## config.mk

```make
export PLATFORM = sky130hd
export DESIGN_NAME = store_commit_buffer
export DESIGN_NICKNAME = d
export VERILOG_FILES = /design/src/rtl/store_commit_buffer.sv
export SDC_FILE = /design/constraint.sdc
export NUM_CORES = 2
export LEC_CHECK = 0
export ABC_CLOCK_PERIOD_IN_PS = 7500
export CAP_MARGIN = 20
export CORE_MARGIN = 2
export CORE_UTILIZATION = 57
export DETAILED_ROUTE_END_ITERATION = 10
export PLACE_DENSITY = 0.79
export SLEW_MARGIN = 20
export SYNTH_ARGS = -nofsm -noshare
export SYNTH_HDL_FRONTEND = slang
export SYNTH_SLANG_ARGS = --single-unit
```

## constraint.sdc

```tcl
create_clock -name clk -period 7.5 [get_ports clk]
set_input_delay 1.5 -clock clk [delete_from_list [all_inputs] [get_ports clk]]
set_output_delay 1.5 -clock clk [all_outputs]
set_load 0.005 [all_outputs]
```

## src/rtl/store_commit_buffer.sv

```systemverilog
// store_commit_buffer
// In-order FIFO of retired stores sitting between the ROB and data memory.
// Stores are encoded into lane-aligned word writes on entry, drained to memory
// one per accepted req/ack, and searched combinationally so younger loads can
// pick up data that has committed but not yet reached memory.

module store_commit_buffer #(
  parameter int DEPTH = 8
) (
  input  logic                     clk,
  input  logic                     rst,
  input  logic                     commit_we,
  input  logic [31:0]              commit_addr,
  input  logic [31:0]              commit_data,
  input  logic [2:0]               commit_funct3,
  output logic                     mem_req,
  output logic [31:0]              mem_addr,
  output logic [31:0]              mem_wdata,
  output logic [3:0]               mem_be,
  input  logic                     mem_ack,
  input  logic                     ld_valid,
  input  logic [31:0]              ld_addr,
  input  logic [2:0]               ld_funct3,
  output logic                     fwd_hit,
  output logic [31:0]              fwd_data,
  output logic                     fwd_conflict,
  output logic                     sb_full,
  output logic                     sb_empty,
  output logic [$clog2(DEPTH):0]   sb_count,
  output logic                     sb_overflow
);

  localparam int AW = $clog2(DEPTH);

  typedef enum logic {
    IDLE,
    REQ
  } drain_state_t;

  drain_state_t     state;
  logic [DEPTH-1:0] ent_valid;
  logic [29:0]      ent_waddr [DEPTH];
  logic [31:0]      ent_wdata [DEPTH];
  logic [3:0]       ent_be    [DEPTH];
  logic [AW-1:0]    head;
  logic [AW-1:0]    tail;
  logic [AW:0]      count;
  logic [AW:0]      count_next;
  logic             overflow_q;
  logic             push;
  logic             pop;
  logic             drop;

  // Byte-enable pattern for a given access size and byte offset; unknown sizes
  // yield an empty mask so such entries never take part in forwarding.
  function automatic logic [3:0] encode_be(input logic [2:0] f3, input logic [1:0] off);
    case (f3)
      3'b000:  encode_be = 4'b0001 << off;
      3'b001:  encode_be = off[1] ? 4'b1100 : 4'b0011;
      3'b010:  encode_be = 4'b1111;
      default: encode_be = 4'b0000;
    endcase
  endfunction

  // Replicate the low-aligned store value across every lane it could occupy.
  function automatic logic [31:0] encode_wdata(input logic [2:0] f3, input logic [31:0] data);
    case (f3)
      3'b000:  encode_wdata = {4{data[7:0]}};
      3'b001:  encode_wdata = {2{data[15:0]}};
      default: encode_wdata = data;
    endcase
  endfunction

  // A full buffer can still accept a commit in the same cycle the head drains.
  assign pop  = mem_req && mem_ack;
  assign push = commit_we && (!sb_full || pop);
  assign drop = commit_we && sb_full && !mem_ack;

  // Occupancy after this cycle's push/pop.
  always_comb begin
    count_next = count;
    case ({push, pop})
      2'b10:   count_next = count + 1'b1;
      2'b01:   count_next = count - 1'b1;
      default: count_next = count;
    endcase
  end

  // Pointer, entry and drain-state update; push is written after pop so a full
  // buffer doing both keeps the newly written entry valid at the shared slot.
  always_ff @(posedge clk) begin
    if (rst) begin
      state      <= IDLE;
      ent_valid  <= '0;
      head       <= '0;
      tail       <= '0;
      count      <= '0;
      overflow_q <= 1'b0;
    end else begin
      if (pop) begin
        ent_valid[head] <= 1'b0;
        head            <= head + 1'b1;
      end
      if (push) begin
        ent_valid[tail] <= 1'b1;
        ent_waddr[tail] <= commit_addr[31:2];
        ent_wdata[tail] <= encode_wdata(commit_funct3, commit_data);
        ent_be[tail]    <= encode_be(commit_funct3, commit_addr[1:0]);
        tail            <= tail + 1'b1;
      end
      if (drop) begin
        overflow_q <= 1'b1;
      end
      count <= count_next;
      state <= (count_next != '0) ? REQ : IDLE;
    end
  end

  assign mem_req     = (state == REQ);
  assign mem_addr    = mem_req ? {ent_waddr[head], 2'b00} : 32'h0;
  assign mem_wdata   = mem_req ? ent_wdata[head] : 32'h0;
  assign mem_be      = mem_req ? ent_be[head] : 4'h0;
  assign sb_count    = count;
  assign sb_full     = (count == DEPTH[AW:0]);
  assign sb_empty    = (count == '0);
  assign sb_overflow = overflow_q;

  logic [3:0]    lb;
  logic          match_found;
  logic [3:0]    match_be;
  logic [31:0]   match_data;
  logic [AW-1:0] idx;
  logic          covered;

  // Walk entries oldest to youngest so the last match seen is the youngest.
  always_comb begin
    lb          = encode_be({1'b0, ld_funct3[1:0]}, ld_addr[1:0]);
    match_found = 1'b0;
    match_be    = 4'h0;
    match_data  = 32'h0;
    idx         = '0;
    for (int i = 0; i < DEPTH; i++) begin
      idx = head + AW'(i);
      if (ent_valid[idx] && (ent_waddr[idx] == ld_addr[31:2]) && (ent_be[idx] != 4'h0)) begin
        match_found = 1'b1;
        match_be    = ent_be[idx];
        match_data  = ent_wdata[idx];
      end
    end
    covered      = ((match_be & lb) == lb);
    fwd_hit      = ld_valid && match_found && covered;
    fwd_conflict = ld_valid && match_found && !covered;
    fwd_data     = fwd_hit ? match_data : 32'h0;
  end

  logic unused_ld_sign;
  assign unused_ld_sign = ld_funct3[2];

endmodule

```

== Word-level counts from Yosys, hierarchy flattened ==
Memory sizes are Yosys's and may differ from the RTL's. A register that Yosys moved wholly into a read port is not among the register bits.
Index checks and enable logic that the tools add are counted.

* Add/subtract/negate cells: 10
* $lt $le $gt $ge: 11
* Equality and inequality tests: 16
* Shift-type cells: 2
* Muxes and demuxes: 71
* Bitwise gates (word level): 4
* Reductions and logical operators: 41

{| class="wikitable"
|+ Operators by type and width
! operator !! count
|-
| $mux 32 || 13
|-
| $eq 30x30->1 || 8
|-
| $pmux 32 s2 || 1
|-
| $mux 4 || 13
|-
| $lt 3x4->1 const B || 9
|-
| $reduce_bool 4->1 || 9
|-
| $logic_and 1x1->1 || 25
|-
| $bmux 1 s3 || 8
|-
| $mux 8 || 3
|-
| $pmux 4 s3 || 2
|-
| $mux 1 || 22
|-
| $mux 3 || 6
|-
| $add 3x3->3 const B || 4
|-
| $and 8x8->8 || 1
|-
| $not 8->8 || 1
|-
| $or 8x8->8 || 1
|-
| $pmux 4 s2 || 1
|-
| $shl 1x2->4 const A || 2
|-
| $add 3x1->3 const B || 2
|-
| $add 3x2->3 const B || 2
|-
| $demux 1 s3 || 2
|-
| $ge 3x1->1 const B || 2
|-
| $add 4x1->4 const B || 1
|-
| $and 4x4->4 || 1
|-
| other kinds (12) || 16
|}

* Bits in registers: 20
* RAM bits: 528
* Memories kept: 3

{| class="wikitable"
|+ Memories
! name !! words !! width !! rd ports !! clocked after Yosys merged registers in !! write ports !! RTL line !! text
|-
| ent_wdata || 8 || 32 || 8 || 1 || 1 || 43 || <nowiki>logic [31:0] ent_wdata [DEPTH];</nowiki>
|-
| ent_waddr || 8 || 30 || 8 || 1 || 1 || 42 || <nowiki>logic [29:0] ent_waddr [DEPTH];</nowiki>
|-
| ent_be || 8 || 4 || 8 || 1 || 1 || 44 || <nowiki>logic [3:0] ent_be [DEPTH];</nowiki>
|}

== Longest topological paths before layout ==
* Word-level depth: 16
* Gate-level depth with buffers: 27

== Least setup slack after synthesis ==
Ideal clock, no wire load.

* Kind: input-to-reg
* Start point: input port mem_ack
* End point: memory ent_be[0][0], enable pin
* Library setup time: 0.574 ns
* Arrival: 6.749 ns
* Data required time: 6.926 ns
* Slack: 0.177 ns
* Cell stages on the path: 5
* Cells stage by stage: nand2_1 nand2_1 nand2_1 or3_1 nor3_1

* Word-level cells in the longest chain between the ends: 6

{| class="wikitable"
|+ RTL lines
! what !! RTL line !! text
|-
| from (decl) || 20 || <nowiki>input logic mem_ack,</nowiki>
|-
| $logic_and 1x1->1 || 75 || <nowiki>assign pop = mem_req && mem_ack;</nowiki>
|-
| $logic_or 1x1->1 || 76 || <nowiki>assign push = commit_we && (!sb_full || pop);</nowiki>
|-
| $logic_and 1x1->1 || 76 ||
|-
| $mux 1 || 104 || <nowiki>if (push) begin</nowiki>
|-
| $mux 1 || 92 || <nowiki>if (rst) begin</nowiki>
|-
| $mux 1 (not written as such) || 108 || <nowiki>ent_be[tail] <= encode_be(commit_funct3, commit_addr[1:0]);</nowiki>
|-
| to (decl) || 44 ||
|}

Every way passes these cells.

== Final worst setup path ==
* Start point: register head[1]
* End point: output port fwd_data[23]

* Word-level cells in the longest chain between the ends: 16
* Elaborated cells between the ends (all ways): 85
* Classes of those cells: 7 x add/sub; 8 x eq/ne; 41 x mux; 1 x bitwise; 25 x reduce/logical; 3 x memory

{| class="wikitable"
|+ RTL lines
! what !! RTL line !! text
|-
| from (decl) || 45 || <nowiki>logic [AW-1:0] head;</nowiki>
|-
| from (signal assigned) || 102 || <nowiki>head <= head + 1'b1;</nowiki>
|-
| $add 3x1->3 or $bmux 1 s3 (tied branches) || 143, 144 ||
|-
| $mem_v2 8x30 (tied with other cells) || -- ||
|-
| $eq 30x30->1 (tied with other cells) || 144 || <nowiki>if (ent_valid[idx] && (ent_waddr[idx] == ld_addr[31:2]) && (ent_be[idx] != 4'h0)) begin</nowiki>
|-
| $logic_and 1x1->1 || 144 ||
|-
| $logic_and 1x1->1 or $mux 4 (tied branches) || 144 ||
|-
| $mux 4 (7 in a row) || 144 ||
|-
| $and 4x4->4 || 150 || <nowiki>covered = ((match_be & lb) == lb);</nowiki>
|-
| $eq 4x4->1 || 150 ||
|-
| $logic_and 1x1->1 || 151 || <nowiki>fwd_hit = ld_valid && match_found && covered;</nowiki>
|-
| $mux 32 * || 153 || <nowiki>fwd_data = fwd_hit ? match_data : 32'h0;</nowiki>
|-
| to (decl) || 25 || <nowiki>output logic [31:0] fwd_data,</nowiki>
|}

Every way passes the cells marked *; elsewhere a longest branch is shown, timed or not. The select of a mux whose other input is x is not followed.

==> flow_summary.yaml <==
worst_setup_path:
  critPathLaunchType: "register"
  worst-path-buf-inv: 7
  worstPathRequired_ns: 6.00
  worstSetupPathType: "register to primary output"
  arrival_ns: 6.04
  path_max_fanout: 11
  critPathCaptureType: "primary output"
  crit_slowest_cell: "mux4_2"
  timing.critical_path.slowest_cell_delay_ns: 0.51
  worstPathCellList: "clkinvlp_4, ha_4, buf_12, buf_4, clkbuf_16, mux4_2, mux2i_1, xor2_1, nand4b_1, nor4_4, and2_4, buf_12, mux2_1, o221ai_1, a31oi_2, nor4b_4, buf_4, clkdlybuf4s50_1"
  cp_top_family: "buffers and inverters"
sta:
  max_slew_margin_pct: 15.5
  period_needed_ns: 7.54
  slew_viol_final: 0
  min_period_over_period_pct: 101
  setup_ws_ns: -0.0443
  worstMarginPinSlew_ns: 1.27
  holdWs_ns: 0.477
  rsz0062_at_grt: "yes"
  fmax_mhz: 133
  hold_viol: 0
  skew_ns: 0.0398
  finalSetupViolCount: 5
finish:
  nFillCells: 5680
  final_nets: 3867
  final_cell_count_no_fill: 4939
  drive_above_1_share_pct: 32.5
  mostFrequentLayoutCell: "mux4_2"
  finish.instance_area_um2: 56100
  final_cell_mix: "mux4_2 (682), edfxtp_1 (528), mux2i_1 (491)"
  area_growth_pct: 16.2
  post-route-util_pct: 67.0
global_routing:
  antenna_found_initial: 9
  grt_pass1_vias: 36600
  track_usage_pct: 38.1
  grt_pass1_wl_um: 244000
  grt_start_max_net_pins: 147
  gr-total-overflow: 0
power_and_ir_drop:
  peakVddDrop_mv: 0.245
  p_per_area_nw_per_um2: 253
  p_leak_uw: 0.0180
synth:
  synth_adder_area_share_pct: 0.301
  synthDistinctLibCells: 84
  synth_seq_area_share_pct: 33.8
  yosysWarnings: 0
  syn_inst: 3554
  yosys.area_share.xor_xnor_pct: 4.84
  synthArstFlopShare_pct: 0
  synth_top_cell_by_area: "edfxtp_1"
  synth_top_family_by_area: "multiplexers"
  ys.flop_type: "edfxtp_1"
  avgSynthCellArea_um2: 13.6
  synth_edf_count: 528
  netlist_area_um2: 48300
  yosys-top-cells-area: "edfxtp_1 (33%), mux4_2 (32%), mux2i_1 (10%), xnor2_1 (3.2%), nand2_1 (2.2%)"
  synth-seq-cells: 551
  synth_top_area_share_pct: 32.8
  synth-compound-area-share_pct: 5.16
  synth_simple_gate_area_share_pct: 8.21
  synth.area.mux_share_pct: 43.7
drt:
  totalWireLength_um: 171000
  vias_per_cell: 7.87
  first_pass_iters: 8
  drt_iter0_drc: 6619
  vias: 38900
  drc: 0
  wire_per_inst_um: 34.7
  drtAntennaViolNets: 0
placement:
  numPortBuffers: 213
  gp_congestion: 1.07
  placed_cell_area_um2: 52200
  dp_cells: 4755
  dp.final_hpwl_um: 107000
clock_tree:
  holdBufCountCts: 0
  cts_max_path_buffers: 3
  clkLatencyLatePin_ns: 0.66
  cts.clk_slew.worst_paths_ns: 0.06
  cts_tree: "built"
  h-tree-depth: 3
  cts.sinks: 551
  cts_buffers: 66
  root_buffer: "clkbuf_16"
floorplan:
  core_region_area_um2: 83800
  rows: 106
  die_x_um: 295
  start_util_pct: 57.6
  fp.dieH_um: 295
  top_level_ports: 217
  die_area_um2: 87100
flow_run:
  cap_violations: 0
status:
  status: "finished with violations"
  violations: "negative setup slack"
min_path:
  hp-class: "register to register"
[tightest hold or removal path: cells and delay by family, from the launching register on]
family           cells  cell delay, ns
AO/OA/AOI/OAI        1            0.04
flip-flops           1            0.33
AND/OR/NAND/NOR      1            0.07
[sequential cells by signal (all words and copies together) (netlist names), 3 cells and up, named ones only]
register / cells
ent_be: 32
ent_valid: 8
ent_waddr: 240
ent_wdata: 256
head: 3
sb_count: 4
tail: 3
[kinds of logic after synthesis]
group | Yosys count
adders and majority gates | 11
xor gates and xnor gates | 266
AOI/OAI and AO/OA | 357
and+or+nand+nor | 750
DFF | 551
other | 1
buffers and inverters | 372
muxes | 1246
[Yosys cell counts, types with 32 or more instances]
cell / n
xnor2_1: 174
o21ai_0: 44
nand3_1: 70
nor2_1: 142
nand4_1: 32
nand2_1: 280
a21oi_1: 69
a31oi_1: 40
o221ai_1: 62
xor2_1: 91
clkbuf_1: 102
edfxtp_1: 528
buf_2: 129
mux2i_1: 503
buf_1: 49
buf_4: 39
a22oi_1: 41
nor3_1: 33
mux4_2: 682
buf_6: 32
nand3b_1: 39
nor4_1: 32
[metal layers]
| layer | vias to the layer above | share of wire, % | global-route usage [%] | wire length, um |
|---|---|---|---|---|
| li1 | 15100 | - | - | - |
| met1 | 19100 | 33 | 50.1 | 55800 |
| met2 | 3820 | 44 | 56.3 | 74600 |
| met3 | 807 | 17 | 13.8 | 29300 |
| met4 | 10 | 6.7 | 19.3 | 11500 |
| met5 | - | 0.036 | 0 | 62 |
[final timing paths]
check / startpoint / slack (ns) / end / cells after the start
setup / recovery: head[1]$_SDFFE_PP0P_ / -0.04 / fwd_data[23] / 18
hold / removal: sb_overflow$_SDFFE_PP0P_ / 0.48 / sb_overflow$_SDFFE_PP0P_ / 2
setup reg to reg: mem_req$_SDFF_PP0_ / 3.69 / ent_wdata[3][8]$_DFFE_PP_ / 6
hold reg to reg: sb_overflow$_SDFFE_PP0P_ / 0.48 / sb_overflow$_SDFFE_PP0P_ / 2
[area by class of cell]
| type | count | area (um2) | area share (%) |
|---|---|---|---|
| multi-input cells | 2633 | 30800 | 54.9 |
| well taps | 1134 | 1420 | 2.53 |
| clock buffers | 77 | 1760 | 3.13 |
| repair buffers | 476 | 5180 | 9.23 |
| flip-flops and latches | 551 | 16300 | 29.1 |
| diodes | 4 | 10.0 | 0.0178 |
| clock inverters | 43 | 522 | 0.930 |
| inverters | 21 | 87.6 | 0.156 |
[per-stage QoR]
stage / power (uW) / setup TNS, ns / setup slack [ns]
after floorplan: 8300 / 0 / 0.177
after global placement: 10000 / 0 / 0.145
after detailed placement: 10100 / 0 / 0.142
after CTS: 13600 / 0 / 0.00445
after global routing: 14600 / -0.527 / -0.0878
final: 14200 / -0.0996 / -0.0443
[repair_timing]
item	4_1_cts	5_1_grt
pin swaps	9	26
resized for setup	18	129
endpoints found under the setup margin	34	32
buffers inserted	10	32
cloned	2	16
[power breakdown]
part / internal (uW) / switching [uW]
Sequential: 3470 / 152
Clock: 1980 / 1400
Combinational: 3350 / 3840
Power figures use the tool's default switching activity.
